`config.mk`:
```
export PLATFORM = sky130hd
export DESIGN_NAME = mips32_fetch_queue
export DESIGN_NICKNAME = d
export VERILOG_FILES = /design/src/rtl/mips32_fetch_queue.sv
export SDC_FILE = /design/constraint.sdc
export NUM_CORES = 1
export LEC_CHECK = 0
export BUFFER_PORTS_ARGS = -buffer_cell sky130_fd_sc_hd__buf_2
export CAP_MARGIN = 5
export CELL_PAD_IN_SITES_DETAIL_PLACEMENT = 1
export CELL_PAD_IN_SITES_GLOBAL_PLACEMENT = 1
export CORE_ASPECT_RATIO = 0.8
export CORE_UTILIZATION = 44
export CTS_CLUSTER_SIZE = 24
export DETAILED_ROUTE_END_ITERATION = 8
export PLACE_DENSITY_LB_ADDON = 0.1
export SLEW_MARGIN = 5
export SYNTH_ARGS = -nofsm -noshare
export SYNTH_HDL_FRONTEND = slang
export SYNTH_SLANG_ARGS = --single-unit
export TNS_END_PERCENT = 100
```
`constraint.sdc`:
```
create_clock -name clk1 -period 2.7 [get_ports clk1]
set_input_delay 0.54 -clock clk1 [delete_from_list [all_inputs] [get_ports clk1]]
set_output_delay 0.54 -clock clk1 [all_outputs]
set_load 0.02 [all_outputs]
```
`src/rtl/mips32_fetch_queue.sv`:
```
// mips32_fetch_queue: instruction fetch front end feeding decode through a show-ahead FIFO
module mips32_fetch_queue #(
  parameter int          DEPTH    = 4,
  parameter int          ADDR_W   = 10,
  parameter logic [31:0] RESET_PC = 32'd0
) (
  input  logic              clk1,
  input  logic              rst_n,
  output logic              imem_req,
  output logic [ADDR_W-1:0] imem_addr,
  input  logic [31:0]       imem_rdata,
  input  logic              redirect,
  input  logic [31:0]       redirect_pc,
  input  logic              halt,
  output logic              out_valid,
  output logic [31:0]       out_ir,
  output logic [31:0]       out_npc,
  input  logic              out_ready,
  output logic [31:0]       pc
);
  localparam int PW = $clog2(DEPTH);
  logic [31:0]   ir_mem  [DEPTH];
  logic [31:0]   npc_mem [DEPTH];
  logic [PW-1:0] wr_ptr, rd_ptr;
  logic [PW:0]   count;
  logic [31:0]   npc_q;
  logic          inflight, stopped;
  logic          hlt_ret, enq, deq;
  assign hlt_ret   = inflight & (imem_rdata[31:26] == 6'b111111);
  assign enq       = inflight & ~redirect;
  assign deq       = out_valid & out_ready & ~redirect;
  assign out_valid = (count != '0);
  assign out_ir    = ir_mem[rd_ptr];
  assign out_npc   = npc_mem[rd_ptr];
  assign imem_addr = pc[ADDR_W-1:0];
  // Issue only when a slot is guaranteed for the reply; an HLT coming back blocks the next request.
  assign imem_req  = rst_n & ~redirect & ~halt & ~stopped & ~hlt_ret &
                     ((count + {{PW{1'b0}}, inflight}) < (PW+1)'(DEPTH));
  // FIFO storage: returning word tagged with the NPC captured at issue time
  always_ff @(posedge clk1) begin
    if (enq) begin
      ir_mem[wr_ptr]  <= imem_rdata;
      npc_mem[wr_ptr] <= npc_q;
    end
  end
  // PC, in-flight tracking, HLT stop and FIFO bookkeeping; redirect flushes everything
  always_ff @(posedge clk1 or negedge rst_n) begin
    if (!rst_n) begin
      pc       <= RESET_PC;
      npc_q    <= '0;
      inflight <= 1'b0;
      stopped  <= 1'b0;
      count    <= '0;
      wr_ptr   <= '0;
      rd_ptr   <= '0;
    end else if (redirect) begin
      pc       <= redirect_pc;
      inflight <= 1'b0;
      stopped  <= 1'b0;
      count    <= '0;
      wr_ptr   <= '0;
      rd_ptr   <= '0;
    end else begin
      inflight <= imem_req;
      if (imem_req) begin
        pc    <= pc + 32'd1;
        npc_q <= pc + 32'd1;
      end
      if (hlt_ret) stopped <= 1'b1;
      if (enq) wr_ptr <= wr_ptr + 1'b1;
      if (deq) rd_ptr <= rd_ptr + 1'b1;
      count <= count + {{PW{1'b0}}, enq} - {{PW{1'b0}}, deq};
    end
  end
endmodule

```
* After elaboration in Yosys (flattened, before gate mapping)
Memories as Yosys holds them, arrays and structs flattened.
Cells that the tools add are included.
** Storage, ports and cells
- Memories kept :: 2
- Bits in writable memories :: 256
- Register bits :: 73
- Logic and storage cells :: 48
- Input bits :: 69
** Cells by class
- $add $sub $neg :: 6
- Multiplexer cells :: 12
- Bitwise gates (word level) :: 13
- Reductions and logical operators :: 6
- $lt $le $gt $ge :: 1
- Equality and inequality tests :: 1
** Memory list
- ir_mem :: depth 4, width 32, read ports 1, clocked after Yosys merged registers in 0, write ports 1, RTL line 22 : logic [31:0] ir_mem [DEPTH];
- npc_mem :: depth 4, width 32, read ports 1, clocked after Yosys merged registers in 0, write ports 1, RTL line 23 : logic [31:0] npc_mem [DEPTH];
** Operator list (number)
- two-way mux 32 bit :: 2
- adder 32 x 1 -> 32 bit (second input constant) :: 1
- AND 1 bit :: 9
- two-way mux 2 bit :: 4
- nonzero test 2 bit :: 4
- adder 3 x 1 -> 3 bit :: 2
- == test 6 bit (second input constant) :: 1
- two-way mux 1 bit :: 5
- adder 2 x 1 -> 2 bit (second input constant) :: 2
- NOT 1 bit :: 4
- less-than comparator 3 bit (second input constant) :: 1
- two-way mux 3 bit :: 1
- nonzero test 3 bit :: 1
- subtractor 3 x 1 -> 3 bit :: 1
- AND reduction 2 bit :: 1

* Depth between registers and ports, before layout
- Depth after elaboration :: 8
- Depth in mapped cells :: 10
- Mapped depth without buffers :: 10

* Worst setup path after synthesis
No wires, ideal clock.
- Path kind :: input-to-reg
- Start :: input port redirect
- End :: memory ir_mem[0][0] (enable)
- Arrival :: 2.394 ns
- Cell stages on the path :: 3
- Slack :: -0.123 ns
- Cells stage by stage :: buf_6 > nor2b_1 > and2_1
** Between the ends
- Word-level cells in the longest chain between the ends :: 4
** RTL lines
- from (decl) :: RTL line 12 : input logic redirect,
- NOT 1 bit :: RTL line 30 : assign enq = inflight & ~redirect;
- AND 1 bit :: RTL line 30
- two-way mux 1 bit :: RTL line 41 : if (enq) begin
- two-way mux 1 bit (not written as such) :: RTL line 42 : ir_mem[wr_ptr] <= imem_rdata;
- to (decl) :: RTL line 22
No other way between the ends.

* Worst setup path in the final report
- Start :: register inflight
- End :: output port imem_req
** Between the ends
- Word-level cells in the longest chain between the ends :: 4
- Elaborated cells between the ends (all ways) :: 6
** RTL lines
- from (decl) :: RTL line 27 : logic inflight, stopped;
- from (signal assigned) :: RTL line 64 : inflight <= imem_req;
- branches (longest 3 deep; another with adder 3 x 1 -> 3 bit)
- AND 1 bit (*) :: RTL line 37 : assign imem_req = rst_n & ~redirect & ~halt & ~stopped & ~hlt_ret &
- to (decl) :: RTL line 9 : output logic imem_req,
Mark *: on every way between the ends.

==> results by group <==
Status
  • Status: complete, no violations

Routing
  • Via Count: 7502
  • Via/cell ratio: 5.43
  • Final wirelength: 31800 um
  • TritonRoute pass-1 iters: 4
  • Residual DRC: 0
  • Initial DRC count: 465
  • Wire length per cell: 23.0 um
  • Post-route ant nets: 0

Layout
  • Synth-to-Final Area Change: 19.9%
  • Layout cells sized above 1: 0.339
  • Area of the multi-input gates: 0.00339 mm2
  • # diodes: 0
  • Flip-flop and latch area: 0.00952 mm2
  • FILL cells: 2780
  • Fin nets: 1027

Placement
  • DP Worst Slack: 0.271 ns
  • Gpl congestion: 0.811
  • HPWL Detailed: 20200 um
  • Port buffer count: 176

Clock network
  • CTS tree: yes
  • Hold_buf cts: 0
  • Worst-Skew Late Latency: 0.51 ns
  • CTS Sinks: 329
  • Clock Pin Slew Worst Setup and Hold Paths: 0.06 ns
  • Clock buffer depth: 3
  • Htree depth: 2
  • CTS Buf Count: 35
  • CTS root buf: clkbuf_16
  • Post-CTS Setup Inserts: 0

Run
  • Number of max-cap violations: 0

Power
  • Comb power frac: 0.170
  • VDD IR max: 0.393 mV
  • Lkg Pwr: 0.00576 uW
  • Reg power frac: 0.466
  • Internal: 10100 uW
  • Switching power: 3640 uW
  • Cell Pwr Density: 863 mW/mm2
  • Clock Power Share: 0.364
  • Net Sw Frac: 0.265

Yosys
  • Post-synth top area cell: edfxtp_1
  • Yosys top cell area share: 0.580
  • Largest cells by area after synthesis: edfxtp_1 (58%), dfrtp_1 (14%), mux4_2 (11%)
  • Register bit total from synthesis: 329
  • Syn_nets: 844
  • Syn Area/Cell: 17.3 um2
  • Netlist cell types: 49
  • Post-synthesis cell area: 0.0133 mm2
  • Warnings from Yosys: 0
  • Cells after Synth: 767
  • EDFF count, synth: 256
  • Sequential area share after synthesis: 0.717
  • Post-synth ARST share: 0.222
  • Synth Flop Type: edfxtp_1

Critical path
  • Crit path max fanout: 6
  • WP data arrival: 2.06 ns
  • Critical path startpoint category: flop
  • CP Capture Type: primary output
  • Setup Crit Path Kind: reg2out
  • Worst EP required: 2.16 ns
  • Flop-to-flop setup slack: 0.38 ns

Hold path
  • Hold Path Class: in2async

Timing
  • Crit path time final: 2.60 ns
  • Final Max Slew Viols: 0
  • Fin Clk Skew: 0.0236 ns
  • RSZ-0062 raised after global routing: no
  • Post-route setup slack: 0.0990 ns
  • Worst-margin pin slew: 0.558 ns
  • Final cycle utilization of the critical path: 0.963
  • Post-route setup TNS: 0 ns
  • Fin. Hold Viols: 0
  • Final setup fails: 0
  • Slew headroom: 0.628
  • F_max: 0.384 GHz

Floorplanning
  • I/O pin total: 177
  • Die ar.: 0.0308 mm2
  • Die Wd: 196 um
  • Initial Utilization: 0.450
  • Die Y: 157 um
  • Core box area: 0.0295 mm2
  • Site Rows: 56

GRT
  • Gr ovfl total: 0
  • Pin count of the biggest net entering global routing: 100
  • Number of antenna violations at the first check in global routing: 1
  • Vias in the first global route: 8151
  • First-pass GRT wire length: 48700 um
  • Total GRT Usage: 0.211
-- final timing paths --
kind                                        from                  endpoint  cells after the start
setup / recovery              inflight$_DFF_PN0_                  imem_req                      5
hold / removal                             rst_n        pc[28]$_DFFE_PN0P_                      2
setup reg to reg              count[1]$_DFF_PN0_        count[2]$_DFF_PN0_                     10
hold reg to reg            npc_q[27]$_DFFE_PN0P_  npc_mem[3][27]$_DFFE_PP_                      0
max in group asynchronous                  rst_n     rd_ptr[0]$_DFFE_PN0P_                      3
min in group clk1                  imem_rdata[4]    ir_mem[3][4]$_DFFE_PP_                      1
-- state kept, by name, indices dropped and copies added, names as in the netlist --
signal	cells
npc_mem	128
pc	32
rd_ptr	2
count	3
stopped	1
npc_q	32
inflight	1
ir_mem	128
wr_ptr	2
-- power groups by stage --
| stage | sequential (uW) | combinational, uW | clock, uW |
|---|---|---|---|
| 2_1_floorplan | 6370 | 1550 | 0 |
| 3_3_place_gp | 6420 | 2280 | 0 |
| 3_5_place_dp | 6480 | 2320 | 0 |
| 4_1_cts | 6390 | 2390 | 5100 |
| 5_1_grt | 6440 | 2530 | 5260 |
| 6_report | 6390 | 2340 | 5000 |
-- final cells by class --
class,instances,area share
clock inverter,17,0.0146
timing repair buffer,196,0.0744
inverter,23,0.00567
clock buffer,46,0.0610
multi-input combinational,365,0.214
tap,406,0.0320
sequential,329,0.599
-- layer usage --
metal | global-route usage | vias up | part of all wire
met3 | 0.0360 | 39 | 0.050
met5 | 0 | - | 0
li1 | - | 3360 | -
met2 | 0.339 | 194 | 0.47
met1 | 0.304 | 3909 | 0.46
met4 | 0.0450 | 0 | 0.015
-- per-stage QoR --
stage               cell area, um2  power (uW)   util  std cells  hold slack (ns)
CTS                          15900       13900  0.539       1382            0.199
global route                 15900       14200  0.539       1382            0.230
global placement             14600        8700  0.497       1318            0.490
detailed placement           14600        8800  0.497       1318            0.498
floorplan                    13300        7920      -        767            0.244
finish                       15900       13700  0.539       1382            0.204
-- cell families after synthesis --
logic type	after synthesis	share of synthesized area
AND/OR/NAND/NOR	145	0.0598
adder cells (fa/ha/maj)	8	0.00811
multiplexers	66	0.110
AO/OA/AOI/OAI	112	0.0543
XOR/XNOR	34	0.0225
flip-flops	329	0.717
buffers and inverters	73	0.0276
-- worst max-delay path, cell delays in order, from the launching register on --
cell and delay, ns:
dfrtp_1 0.46, and4_1 0.27, o21a_1 0.23, nand2_2 0.13, clkinvlp_4 0.23, buf_2 0.23
-- Yosys cell counts (3+ instances only) --
library cell / n
edfxtp_1: 256
dfrtp_1: 73
mux4_2: 64
nand2_1: 51
o21ai_0: 49
xnor2_1: 27
inv_1: 23
nor2_1: 21
a21oi_1: 16
a221o_1: 15
buf_4: 15
clkbuf_1: 12
nand4_1: 12
buf_2: 11
nand3_1: 11
and3_1: 8
o31a_1: 8
buf_1: 7
ha_1: 7
nor3_1: 7
nor3b_1: 7
xor2_1: 7
a21o_1: 5
and2_1: 5
nor4_1: 5
o21ai_1: 5
a22oi_1: 4
or3_1: 4
clkbuf_2: 3
o211ai_1: 3
-- cell usage in the layout (no fill, tap or decap), types with 6 or more instances in the layout --
cell type,synthesis,layout
a21oi_1,16,15
a221o_1,15,15
and3_1,8,8
buf_12,0,8
buf_2,11,175
buf_4,15,10
bufinv_16,0,6
clkbuf_1,12,8
clkbuf_16,0,37
dfrtp_1,73,71
edfxtp_1,256,256
ha_1,7,7
inv_1,23,22
mux4_2,64,64
nand2_1,51,51
nand3_1,11,11
nand4_1,12,12
nor2_1,21,21
nor3_1,7,7
nor3b_1,7,7
o21ai_0,49,49
o31a_1,8,8
xnor2_1,27,27
xor2_1,7,7
-- what timing repair did --
item                       4_1_cts  5_1_grt
cloned                           1        0
setup endpoints to repair        1        2
gates resized for setup          1        2
pin swaps                        0        0
Power figures use the tool's default switching activity.
